`config.mk`:
```
export PLATFORM = sky130hd
export DESIGN_NAME = ce_eq_burst_ctrl
export DESIGN_NICKNAME = d
export VERILOG_FILES = /design/src/rtl/ce_eq_pkg.sv /design/src/rtl/ce_eq_skid_fifo.sv /design/src/rtl/ce_eq_burst_ctrl.sv
export SDC_FILE = /design/constraint.sdc
export NUM_CORES = 1
export LEC_CHECK = 0
export ABC_CLOCK_PERIOD_IN_PS = 5900
export CAP_MARGIN = 20
export CORE_AREA = 2 2 135 137
export DETAILED_ROUTE_END_ITERATION = 10
export DIE_AREA = 0 0 137 139
export PLACE_DENSITY = 0.53
export REMOVE_ABC_BUFFERS = 1
export SETUP_SLACK_MARGIN = 0.05
export SLEW_MARGIN = 20
export SYNTH_ARGS = -nofsm -noshare
export SYNTH_HDL_FRONTEND = slang
export SYNTH_SLANG_ARGS = --single-unit
```
`constraint.sdc`:
```
create_clock -name clk -period 5.9 [get_ports clk]
set_clock_uncertainty 0.2 [all_clocks]
set_input_delay 0.59 -clock clk [delete_from_list [all_inputs] [get_ports clk]]
set_output_delay 0.59 -clock clk [all_outputs]
set_load 0.05 [all_outputs]
```
`src/rtl/ce_eq_pkg.sv`:
```
`default_nettype none
// ============================================================================
// Module      : ce_eq_pkg
// Description : Shared types and burst geometry for the channel-estimator /
//               equalizer burst sequencer.
// Revision    : 1.0 - initial release
// ============================================================================
package ce_eq_pkg;

  localparam int ACTIVE_SUBCARR = 28;
  localparam int CEST_NUM       = 4;
  localparam int SYMBOL_NUM     = 8;

  localparam int CE_SAMPLES     = CEST_NUM * ACTIVE_SUBCARR;    // 112
  localparam int DATA_SAMPLES   = SYMBOL_NUM * ACTIVE_SUBCARR;  // 224

  // Sample counter / read pointer width (holds up to DATA_SAMPLES)
  localparam int CNT_W = 8;

  localparam logic [CNT_W-1:0] CE_LAST    = CNT_W'(CE_SAMPLES - 1);
  localparam logic [CNT_W-1:0] DATA_LAST  = CNT_W'(DATA_SAMPLES - 1);
  localparam logic [CNT_W-1:0] DATA_TOTAL = CNT_W'(DATA_SAMPLES);

  typedef enum logic [2:0] {
    ST_CLEAR     = 3'd0,
    ST_IDLE      = 3'd1,
    ST_LOAD_CE   = 3'd2,
    ST_LOAD_DATA = 3'd3,
    ST_WAIT_EQ   = 3'd4,
    ST_DRAIN     = 3'd5
  } state_e;

endpackage
`default_nettype wire

```
`src/rtl/ce_eq_skid_fifo.sv`:
```
`default_nettype none
// ============================================================================
// Module      : ce_eq_skid_fifo
// Description : Small synchronous FIFO absorbing read-latency data while the
//               downstream stalls. Push and pop may coincide, even when full.
// Revision    : 1.0 - initial release
// ============================================================================
module ce_eq_skid_fifo #(
  parameter int DEPTH = 4,
  parameter int WIDTH = 16
) (
  input  logic                           clk,
  input  logic                           rst,
  input  logic                           push_i,
  input  logic [WIDTH-1:0]               din_i,
  input  logic                           pop_i,
  output logic [WIDTH-1:0]               dout_o,
  output logic [$clog2(DEPTH+1)-1:0]     count_o,
  output logic                           empty_o
);

  localparam int AW = (DEPTH > 1) ? $clog2(DEPTH) : 1;
  localparam int CW = $clog2(DEPTH + 1);
  localparam logic [AW-1:0] LAST_IDX = AW'(DEPTH - 1);
  localparam logic [CW-1:0] FULL_CNT = CW'(DEPTH);

  logic [WIDTH-1:0] mem_q [DEPTH];
  logic [AW-1:0]    wr_q;
  logic [AW-1:0]    rd_q;
  logic [CW-1:0]    cnt_q;

  logic w_pop;
  logic w_push;

  // A pop frees a slot in the same cycle, so a full FIFO can still accept a push
  assign w_pop  = pop_i && (cnt_q != '0);
  assign w_push = push_i && ((cnt_q != FULL_CNT) || w_pop);

  assign dout_o  = mem_q[rd_q];
  assign count_o = cnt_q;
  assign empty_o = (cnt_q == '0);

  // Storage, pointers and occupancy
  always_ff @(posedge clk or posedge rst) begin
    if (rst) begin
      for (int i = 0; i < DEPTH; i++) begin
        mem_q[i] <= '0;
      end
      wr_q  <= '0;
      rd_q  <= '0;
      cnt_q <= '0;
    end else begin
      if (w_push) begin
        mem_q[wr_q] <= din_i;
        wr_q        <= (wr_q == LAST_IDX) ? '0 : wr_q + AW'(1);
      end
      if (w_pop) begin
        rd_q <= (rd_q == LAST_IDX) ? '0 : rd_q + AW'(1);
      end
      case ({w_push, w_pop})
        2'b10:   cnt_q <= cnt_q + CW'(1);
        2'b01:   cnt_q <= cnt_q - CW'(1);
        default: cnt_q <= cnt_q;
      endcase
    end
  end

endmodule
`default_nettype wire

```
`src/rtl/ce_eq_burst_ctrl.sv`:
```
`default_nettype none
// ============================================================================
// Module      : ce_eq_burst_ctrl
// Description : Burst sequencer for the channel-estimator/equalizer datapath.
//               Clears the datapath, loads CE + data symbols, waits for the
//               equalized buffer, then drains it as a valid/ready stream.
// Revision    : 1.0 - initial release
// ============================================================================
module ce_eq_burst_ctrl
  import ce_eq_pkg::*;
#(
  parameter int READ_LAT = 3,
  parameter int TIMEOUT  = 1024
) (
  input  logic        clk,
  input  logic        rst,
  input  logic        s_valid,
  input  logic [15:0] s_data,
  output logic        s_ready,
  output logic [15:0] eq_din,
  output logic        eq_wren,
  output logic        eq_tx_done,
  output logic [7:0]  eq_read_ptr,
  input  logic [15:0] eq_dout,
  input  logic        eq_out_full,
  output logic        m_valid,
  output logic [15:0] m_data,
  output logic        m_last,
  input  logic        m_ready,
  output logic        busy,
  output logic        err_timeout
);

  localparam int FIFO_DEPTH = READ_LAT + 1;
  localparam int FCNT_W     = $clog2(FIFO_DEPTH + 1);
  // One stage for the registered address plus READ_LAT stages of datapath latency
  localparam int PIPE       = READ_LAT + 1;
  localparam int OCC_W      = $clog2(PIPE + FIFO_DEPTH + 1);
  localparam int TMR_W      = $clog2(TIMEOUT + 1);

  localparam logic [TMR_W-1:0] TMR_LAST = TMR_W'(TIMEOUT - 1);
  localparam logic [OCC_W-1:0] OCC_MAX  = OCC_W'(FIFO_DEPTH);

  state_e           state_q, state_d;
  logic [CNT_W-1:0] cnt_q, cnt_d;
  logic [TMR_W-1:0] tmr_q, tmr_d;
  logic [CNT_W-1:0] ptr_q, ptr_d;
  logic [CNT_W-1:0] out_idx_q, out_idx_d;
  logic             err_q, err_d;

  logic [PIPE-1:0]  pipe_q;
  logic [7:0]       rd_addr_q;
  logic [15:0]      din_q;
  logic             wren_q;

  logic              w_hs;
  logic              w_issue;
  logic              w_push;
  logic              w_pop;
  logic              w_fifo_empty;
  logic [FCNT_W-1:0] w_fifo_cnt;
  logic [OCC_W-1:0]  w_occ;

  assign s_ready = (state_q == ST_LOAD_CE) || (state_q == ST_LOAD_DATA);
  assign w_hs    = s_valid && s_ready;

  // Reset state is CLEAR, so state-decoded strobes are masked while rst is held
  assign eq_tx_done = (state_q == ST_CLEAR) && !rst;
  assign busy       = (state_q != ST_IDLE) && !rst;

  assign eq_din      = din_q;
  assign eq_wren     = wren_q;
  assign eq_read_ptr = rd_addr_q;
  assign err_timeout = err_q;

  // Data leaving the last latency stage is captured from the datapath
  assign w_push  = pipe_q[PIPE-1];
  assign m_valid = !w_fifo_empty;
  assign w_pop   = m_valid && m_ready;
  assign m_last  = m_valid && (out_idx_q == DATA_LAST);

  // Reads in flight plus words buffered; bounded by FIFO depth so no overflow
  always_comb begin
    w_occ = OCC_W'(w_fifo_cnt);
    for (int i = 0; i < PIPE; i++) begin
      w_occ = w_occ + OCC_W'(pipe_q[i]);
    end
  end

  assign w_issue = (state_q == ST_DRAIN) && (ptr_q < DATA_TOTAL) && (w_occ < OCC_MAX);

  // Next-state and counter logic
  always_comb begin
    state_d   = state_q;
    cnt_d     = cnt_q;
    tmr_d     = tmr_q;
    ptr_d     = ptr_q;
    out_idx_d = out_idx_q;
    err_d     = err_q;
    case (state_q)
      ST_CLEAR: begin
        cnt_d   = '0;
        state_d = ST_IDLE;
      end
      ST_IDLE: begin
        if (s_valid) begin
          cnt_d   = '0;
          state_d = ST_LOAD_CE;
        end
      end
      ST_LOAD_CE: begin
        if (w_hs) begin
          if (cnt_q == CE_LAST) begin
            cnt_d   = '0;
            state_d = ST_LOAD_DATA;
          end else begin
            cnt_d = cnt_q + CNT_W'(1);
          end
        end
      end
      ST_LOAD_DATA: begin
        if (w_hs) begin
          if (cnt_q == DATA_LAST) begin
            cnt_d   = '0;
            tmr_d   = '0;
            state_d = ST_WAIT_EQ;
          end else begin
            cnt_d = cnt_q + CNT_W'(1);
          end
        end
      end
      ST_WAIT_EQ: begin
        // A full buffer wins over a coincident timeout
        if (eq_out_full) begin
          ptr_d     = '0;
          out_idx_d = '0;
          state_d   = ST_DRAIN;
        end else if (tmr_q == TMR_LAST) begin
          err_d   = 1'b1;
          state_d = ST_CLEAR;
        end else begin
          tmr_d = tmr_q + TMR_W'(1);
        end
      end
      ST_DRAIN: begin
        if (w_issue) begin
          ptr_d = ptr_q + CNT_W'(1);
        end
        if (w_pop) begin
          out_idx_d = out_idx_q + CNT_W'(1);
          if (out_idx_q == DATA_LAST) begin
            state_d = ST_CLEAR;
          end
        end
      end
      default: state_d = ST_CLEAR;
    endcase
  end

  // State and counter registers
  always_ff @(posedge clk or posedge rst) begin
    if (rst) begin
      state_q   <= ST_CLEAR;
      cnt_q     <= '0;
      tmr_q     <= '0;
      ptr_q     <= '0;
      out_idx_q <= '0;
      err_q     <= 1'b0;
    end else begin
      state_q   <= state_d;
      cnt_q     <= cnt_d;
      tmr_q     <= tmr_d;
      ptr_q     <= ptr_d;
      out_idx_q <= out_idx_d;
      err_q     <= err_d;
    end
  end

  // Datapath write port, read address and read-latency tracker
  always_ff @(posedge clk or posedge rst) begin
    if (rst) begin
      din_q     <= '0;
      wren_q    <= 1'b0;
      rd_addr_q <= '0;
      pipe_q    <= '0;
    end else begin
      wren_q <= w_hs;
      if (w_hs) begin
        din_q <= s_data;
      end
      if (w_issue) begin
        rd_addr_q <= ptr_q;
      end
      pipe_q <= {pipe_q[PIPE-2:0], w_issue};
    end
  end

  ce_eq_skid_fifo #(
    .DEPTH (FIFO_DEPTH),
    .WIDTH (16)
  ) u_fifo (
    .clk     (clk),
    .rst     (rst),
    .push_i  (w_push),
    .din_i   (eq_dout),
    .pop_i   (w_pop),
    .dout_o  (m_data),
    .count_o (w_fifo_cnt),
    .empty_o (w_fifo_empty)
  );

endmodule
`default_nettype wire

```
# Word level (Yosys, flattened, before mapping)
# Index checks and enable logic that the tools add are counted.
# classes
n_shift	0
n_bitwise	3
add_sub_neg	12
multipliers	0
magnitude_cmp	5
div	0
n_mux	35
n_eq_ne	27
reduce_logical	27
# ops
cell	n
$bwmux W64	1
$mux W8	8
$mux W16	3
$mux W11	4
$bmux W16 S2	1
$demux W16 S2	1
$pmux W8 S2	2
$pmux W8 S4	1
$mux W3	9
$add A8 B1 Y8 const B	3
$pmux W11 S2	1
$pmux W3 S6	1
$eq A8 B8 Y1 const B	2
$ne A2 B2 Y1 const B	8
$add A4 B1 Y4	3
$add A11 B1 Y11 const B	1
$eq A11 B10 Y1 const B	1
$logic_and A1 B1 Y1	10
$reduce_and A3 Y1	3
$eq A8 B7 Y1 const B	1
$lt A8 B8 Y1 const B	1
$reduce_and A8 Y1	1
$eq A2 B2 Y1 const B	3
$eq A3 B2 Y1 const B	2
other kinds (25)	38
# totals
inputBits	37
memories	0
register_bits	139
out_inout_bits	47
ramBits	0
latchBits	0
elab_cells	126
rom_bits	0

# Longest topological paths before layout
# logic_depth
word_depth	8
depth_mapped	10

# Modules after synthesis
# A second synthesis with hierarchy kept.
# unflattened
cells_unflattened	544
hier_area_um2	6570.1
# modules_own_cells
module	area_each_um2	cells_per_inst	instances
ce_eq_burst_ctrl	3354.5	348	1
ce_eq_skid_fifo	3215.6	196	1

# Worst setup path after synthesis
# No wires, ideal clock.
# synth_path
kind	reg2out
startpoint	register state_q[0]
endpoint	output eq_tx_done
path_slack_ns	2.754
required_ns	5.110
path_stages_with_launch	4
t_arrival_ns	2.356
path_buffers	2
path_cell_list	dfrtp_1 > clkbuf_1 > clkbuf_1 > nor4_1
# synth_via
elab_chain_len	2
# synth_lines
element	line_no	rtl
from (decl)	ce_eq_burst_ctrl.sv:44	state_e state_q, state_d;
from (signal assigned)	ce_eq_burst_ctrl.sv:170	state_q <= state_d;
$logic_not A3 Y1	ce_eq_burst_ctrl.sv:68	assign eq_tx_done = (state_q == ST_CLEAR) && !rst;
$logic_and A1 B1 Y1	ce_eq_burst_ctrl.sv:68	
to (decl)	ce_eq_burst_ctrl.sv:22	output logic eq_tx_done,
# No other way between the ends.

# Final worst setup path
# layout_path
startpoint	input s_valid
endpoint	register tmr_q[3]
# layout_via
elab_chain_len	3
# layout_lines
element	line_no	rtl
from (decl)	ce_eq_burst_ctrl.sv:17	input logic s_valid,
$logic_and A1 B1 Y1	ce_eq_burst_ctrl.sv:65	assign w_hs = s_valid && s_ready;
$ne A2 B2 Y1 (no source line)	-	
$reduce_and A5 Y1 (no source line)	-	
to (signal assigned)	ce_eq_burst_ctrl.sv:172	tmr_q <= tmr_d;
to (decl)	ce_eq_burst_ctrl.sv:46	logic [TMR_W-1:0] tmr_q, tmr_d;
# No other way between the ends.
# A chain may end at the register's enable or synchronous reset.

==> impl_table.tex <==
\begin{tabular}{lr}
\hline
Metric & Value \\
\hline
\multicolumn{2}{l}{\textbf{Pwr}} \\
\quad Clock group share of total power & 36.9\% \\
\quad Power per Cell Area & 373 nW/µm² \\
\quad Internal portion of total power & 2.06 mW \\
\quad Part of the total power dissipated in combinational logic & 22.4\% \\
\quad Net switching fraction of the power & 31.8\% \\
\quad Leak & 3.71 nW \\
\quad Max IR drop VDD & 0.207 mV \\
\quad Power spent charging and discharging nets & 961 µW \\
\quad Proportion of power drawn by flip-flops and latches & 40.8\% \\
\multicolumn{2}{l}{\textbf{Global route}} \\
\quad Via count of the first global-routing pass & 4411 \\
\quad Number of antenna violations at the first check in global routing & 0 \\
\quad GRT Overall Usage & 15.2\% \\
\quad Pin count of the biggest net entering global routing & 91 \\
\quad Global-route congestion overflow total & 0 \\
\quad Global-route wire length before repair & 22600 µm \\
\multicolumn{2}{l}{\textbf{Synth}} \\
\quad Post-synthesis instance total & 528 \\
\quad Synthesis warning total & 0 \\
\quad Proportion of register bits with asynchronous set or reset after synthesis & 100\% \\
\quad Seq/Total Area, Yosys & 54.0\% \\
\quad Number of enable-type register cells in the synthesized netlist & 0 \\
\quad Post-synth design cell area & 6440 µm² \\
\quad Synthesis-stage register bit count & 139 \\
\quad Number of distinct standard cells referenced by the synthesized netlist & 58 \\
\quad Post-synth top flop & dfrtp\_1 \\
\quad Average instance area after synthesis & 12.2 µm² \\
\multicolumn{2}{l}{\textbf{Clock tree}} \\
\quad Clock-pin slew reported for the worst setup and hold paths after clock tree synthesis & 0.06 ns \\
\quad H-tree depth & 4 \\
\quad TritonCTS sink count & 139 \\
\quad TritonCTS clock tree & done \\
\quad Post-cts hold buffer count & 0 \\
\quad Post-CTS Setup Inserts & 0 \\
\quad Post-cts repair resize count & 0 \\
\quad Bufs on Longest Clock Path & 2 \\
\quad Root buf cell & clkbuf\_16 \\
\quad Number of clock buffers inserted by TritonCTS & 17 \\
\quad Insertion delay to the later sink of the worst-skew pair & 0.42 ns \\
\multicolumn{2}{l}{\textbf{Timing}} \\
\quad Fmax achieved & 0.287 GHz \\
\quad Fin crit period & 3.49 ns \\
\quad RSZ-0062 raised after global routing & no \\
\quad Number of slew-limit violations in the final report & 0 \\
\quad Setup TNS Final & 0 ns \\
\quad Least-Margin Pin Slew & 0.888 ns \\
\quad Remaining max-slew budget at the tightest pin & 40.7\% \\
\quad Finish-stage setup viols & 0 \\
\quad Final period utilization & 59.2\% \\
\quad Final hold violations & 0 \\
\multicolumn{2}{l}{\textbf{Floorplanning}} \\
\quad Standard-cell row count & 49 \\
\quad Area of the die & 19000 µm² \\
\quad Core region area & 17700 µm² \\
\quad Starting Density & 36.5\% \\
\quad Die Wd & 137 µm \\
\quad Die Span Y & 139 µm \\
\quad I/O Pins & 84 \\
\multicolumn{2}{l}{\textbf{Layout}} \\
\quad Final standard cell area without fillers & 8090 µm² \\
\quad Fillers & 1601 \\
\quad Share of final-layout standard cells stronger than drive strength 1 & 22.1\% \\
\quad Number of inserted diodes & 0 \\
\quad Area growth from synthesis to final layout & 25.6\% \\
\quad Combined area of the multi-input logic cells & 2810 µm² \\
\quad Register Area & 3480 µm² \\
\quad Layout Nets & 660 \\
\multicolumn{2}{l}{\textbf{Setup path}} \\
\quad Data arrival time of the critical path & 3.63 ns \\
\quad Number of cells on the worst reg-to-reg path & 8 \\
\quad Crit path required time & 6.04 ns \\
\quad Maximum fanout encountered on the critical timing path & 22 \\
\quad Flop-to-flop setup slack & 2.42 ns \\
\quad Startpoint of the worst-slack reg-to-reg timing path & state\_q[2]\$\_DFFE\_PP0P\_ \\
\quad CP endpoint kind & flop \\
\quad Path type of the worst setup path & input pin to flop \\
\quad Critical R2R Capture & tmr\_q[3]\$\_DFFE\_PP0P\_ \\
\quad Startpoint types & input pin \\
\multicolumn{2}{l}{\textbf{Placed design}} \\
\quad Post-DP HPWL & 9020 µm \\
\quad Standard cell area after detailed placement & 7470 µm² \\
\quad Last weighted congestion value of the routability-driven placer & 0.764 \\
\quad Port bufs & 83 \\
\multicolumn{2}{l}{\textbf{Status}} \\
\quad Status & finished clean \\
\multicolumn{2}{l}{\textbf{Routing}} \\
\quad Post-route ant nets & 0 \\
\quad Iteration-0 DRC Markers & 224 \\
\quad Wirelength, routed & 13700 µm \\
\quad Pre-antenna DRT Iters & 4 \\
\quad Mean number of vias per cell & 5.05 \\
\quad Routed via count & 4289 \\
\quad DRC viols & 0 \\
\quad Wirelength per Cell & 16.1 µm \\
\multicolumn{2}{l}{\textbf{Worst hold path}} \\
\quad Path category of the worst min-delay check & flop to flop \\
\quad Hold-critical path depth & 0 \\
\quad WHS Endpoint & pipe\_q[3]\$\_DFF\_PP0\_ \\
\quad Origin of the worst min-delay path & pipe\_q[2]\$\_DFF\_PP0\_ \\
\multicolumn{2}{l}{\textbf{Flow run}} \\
\quad Maximum capacitance violations & 0 \\
\hline
\end{tabular}
cells by family after synthesis:
logic type	after synthesis	synth area share, %
DFF	139	54.0
xor gates and xnor gates	17	2.31
muxes	95	19.3
AOI/OAI and AO/OA	46	5.13
adders and majority gates	14	2.95
buffers and inverters	38	2.58
and+or+nand+nor	179	13.7
synth_stat cells, types with 5 or more instances:
cell / n / area (µm²)
xnor2_1: 6 / 52.6
buf_2: 7 / 35.0
o31ai_1: 6 / 45.0
ha_1: 12 / 150
a21oi_1: 9 / 45.0
nor2_1: 33 / 124
and3_1: 5 / 31.3
clkbuf_1: 12 / 45.0
nand3_1: 16 / 80.1
nor4_1: 5 / 31.3
xor2_1: 11 / 96.3
dfrtp_1: 139 / 3480
nand2_1: 77 / 289
nand4_1: 11 / 68.8
mux4_2: 16 / 360
inv_1: 14 / 52.6
mux2_2: 76 / 856
o21ai_0: 9 / 45.0
nor3_1: 5 / 25.0
layout by cell type, fill, tap and decap left out, types with 4 or more instances in the layout:
cell type        count
a21oi_1              9
and3_1               5
clkbuf_16           17
clkdlybuf4s50_1     83
clkinvlp_4           4
dfrtp_1            139
ha_1                12
inv_1               13
inv_6                4
mux2_2              76
mux4_2              16
nand2_1             77
nand3_1             16
nand4_1             11
nor2_1              33
nor3_1               5
nor4_1               5
o21ai_0              9
o31ai_1              6
xnor2_1              6
xor2_1              11
layout make-up:
class | instances | share of cell area (%)
repair buffers | 85 | 10.4
clock inverters | 12 | 2.03
inverters | 15 | 0.757
multi-input cells | 351 | 34.7
well taps | 229 | 3.54
flip-flops and latches | 139 | 43.0
clock buffers | 19 | 5.60
worst max path at each step:
stage                                      start                    to
after detailed placement                 s_valid  tmr_q[3]$_DFFE_PP0P_
after global routing      state_q[2]$_DFFE_PP0P_  tmr_q[3]$_DFFE_PP0P_
after floorplan                              rst  cnt_q[0]$_DFFE_PP0P_
after CTS                 state_q[2]$_DFFE_PP0P_  tmr_q[3]$_DFFE_PP0P_
final                                    s_valid  tmr_q[3]$_DFFE_PP0P_
after global placement                   s_valid  tmr_q[3]$_DFFE_PP0P_
stage by stage:
step | setup WS (ns) | utilization (%) | hold slack (ns) | std cells | power (mW)
floorplan | 1.39 | - | 0.154 | 505 | 1.69
global placement | 2.01 | 42.3 | 0.165 | 819 | 1.90
detailed placement | 1.93 | 42.3 | 0.162 | 819 | 1.93
CTS | 2.35 | 45.8 | 0.176 | 850 | 3.06
global route | 2.08 | 45.8 | 0.203 | 850 | 3.18
finish | 2.41 | 45.8 | 0.176 | 850 | 3.02
worst max-delay path, stage by stage:
cell,delay (ns)
clkdlybuf4s50_1,0.62
nand2_1,0.48
inv_1,0.65
a21oi_1,0.26
or2_1,0.37
or4_1,0.50
a21oi_1,0.15
registers in the layout, indices dropped and copies added (netlist names):
name            flops
cnt_q               8
eq_wren             1
tmr_q              11
err_timeout         1
pipe_q              4
out_idx_q           8
ptr_q               8
u_fifo.rd_q         2
state_q             3
eq_read_ptr         8
u_fifo.count_o      3
u_fifo.mem_q       64
eq_din             16
u_fifo.wr_q         2
metal layers:
metal / track usage [%] / share of wire, % / vias to the layer above / wire length, µm
met4: 4.23 / 0.97 / 0 / 133
met3: 4.42 / 3.6 / 12 / 492
met2: 24.4 / 50 / 59 / 6880
met1: 19.9 / 45 / 2173 / 6220
li1: - / - / 2045 / -
met5: 0 / 0 / - / 0
power by group through the flow:
stage	combinational (mW)	clock [mW]	sequential, mW
after floorplan	0.359	0	1.33
after global placement	0.661	0	1.24
after detailed placement	0.680	0	1.25
after CTS	0.684	1.15	1.23
after global routing	0.735	1.19	1.26
final	0.675	1.11	1.23
No activity file was read; power rests on OpenSTA's default activity.
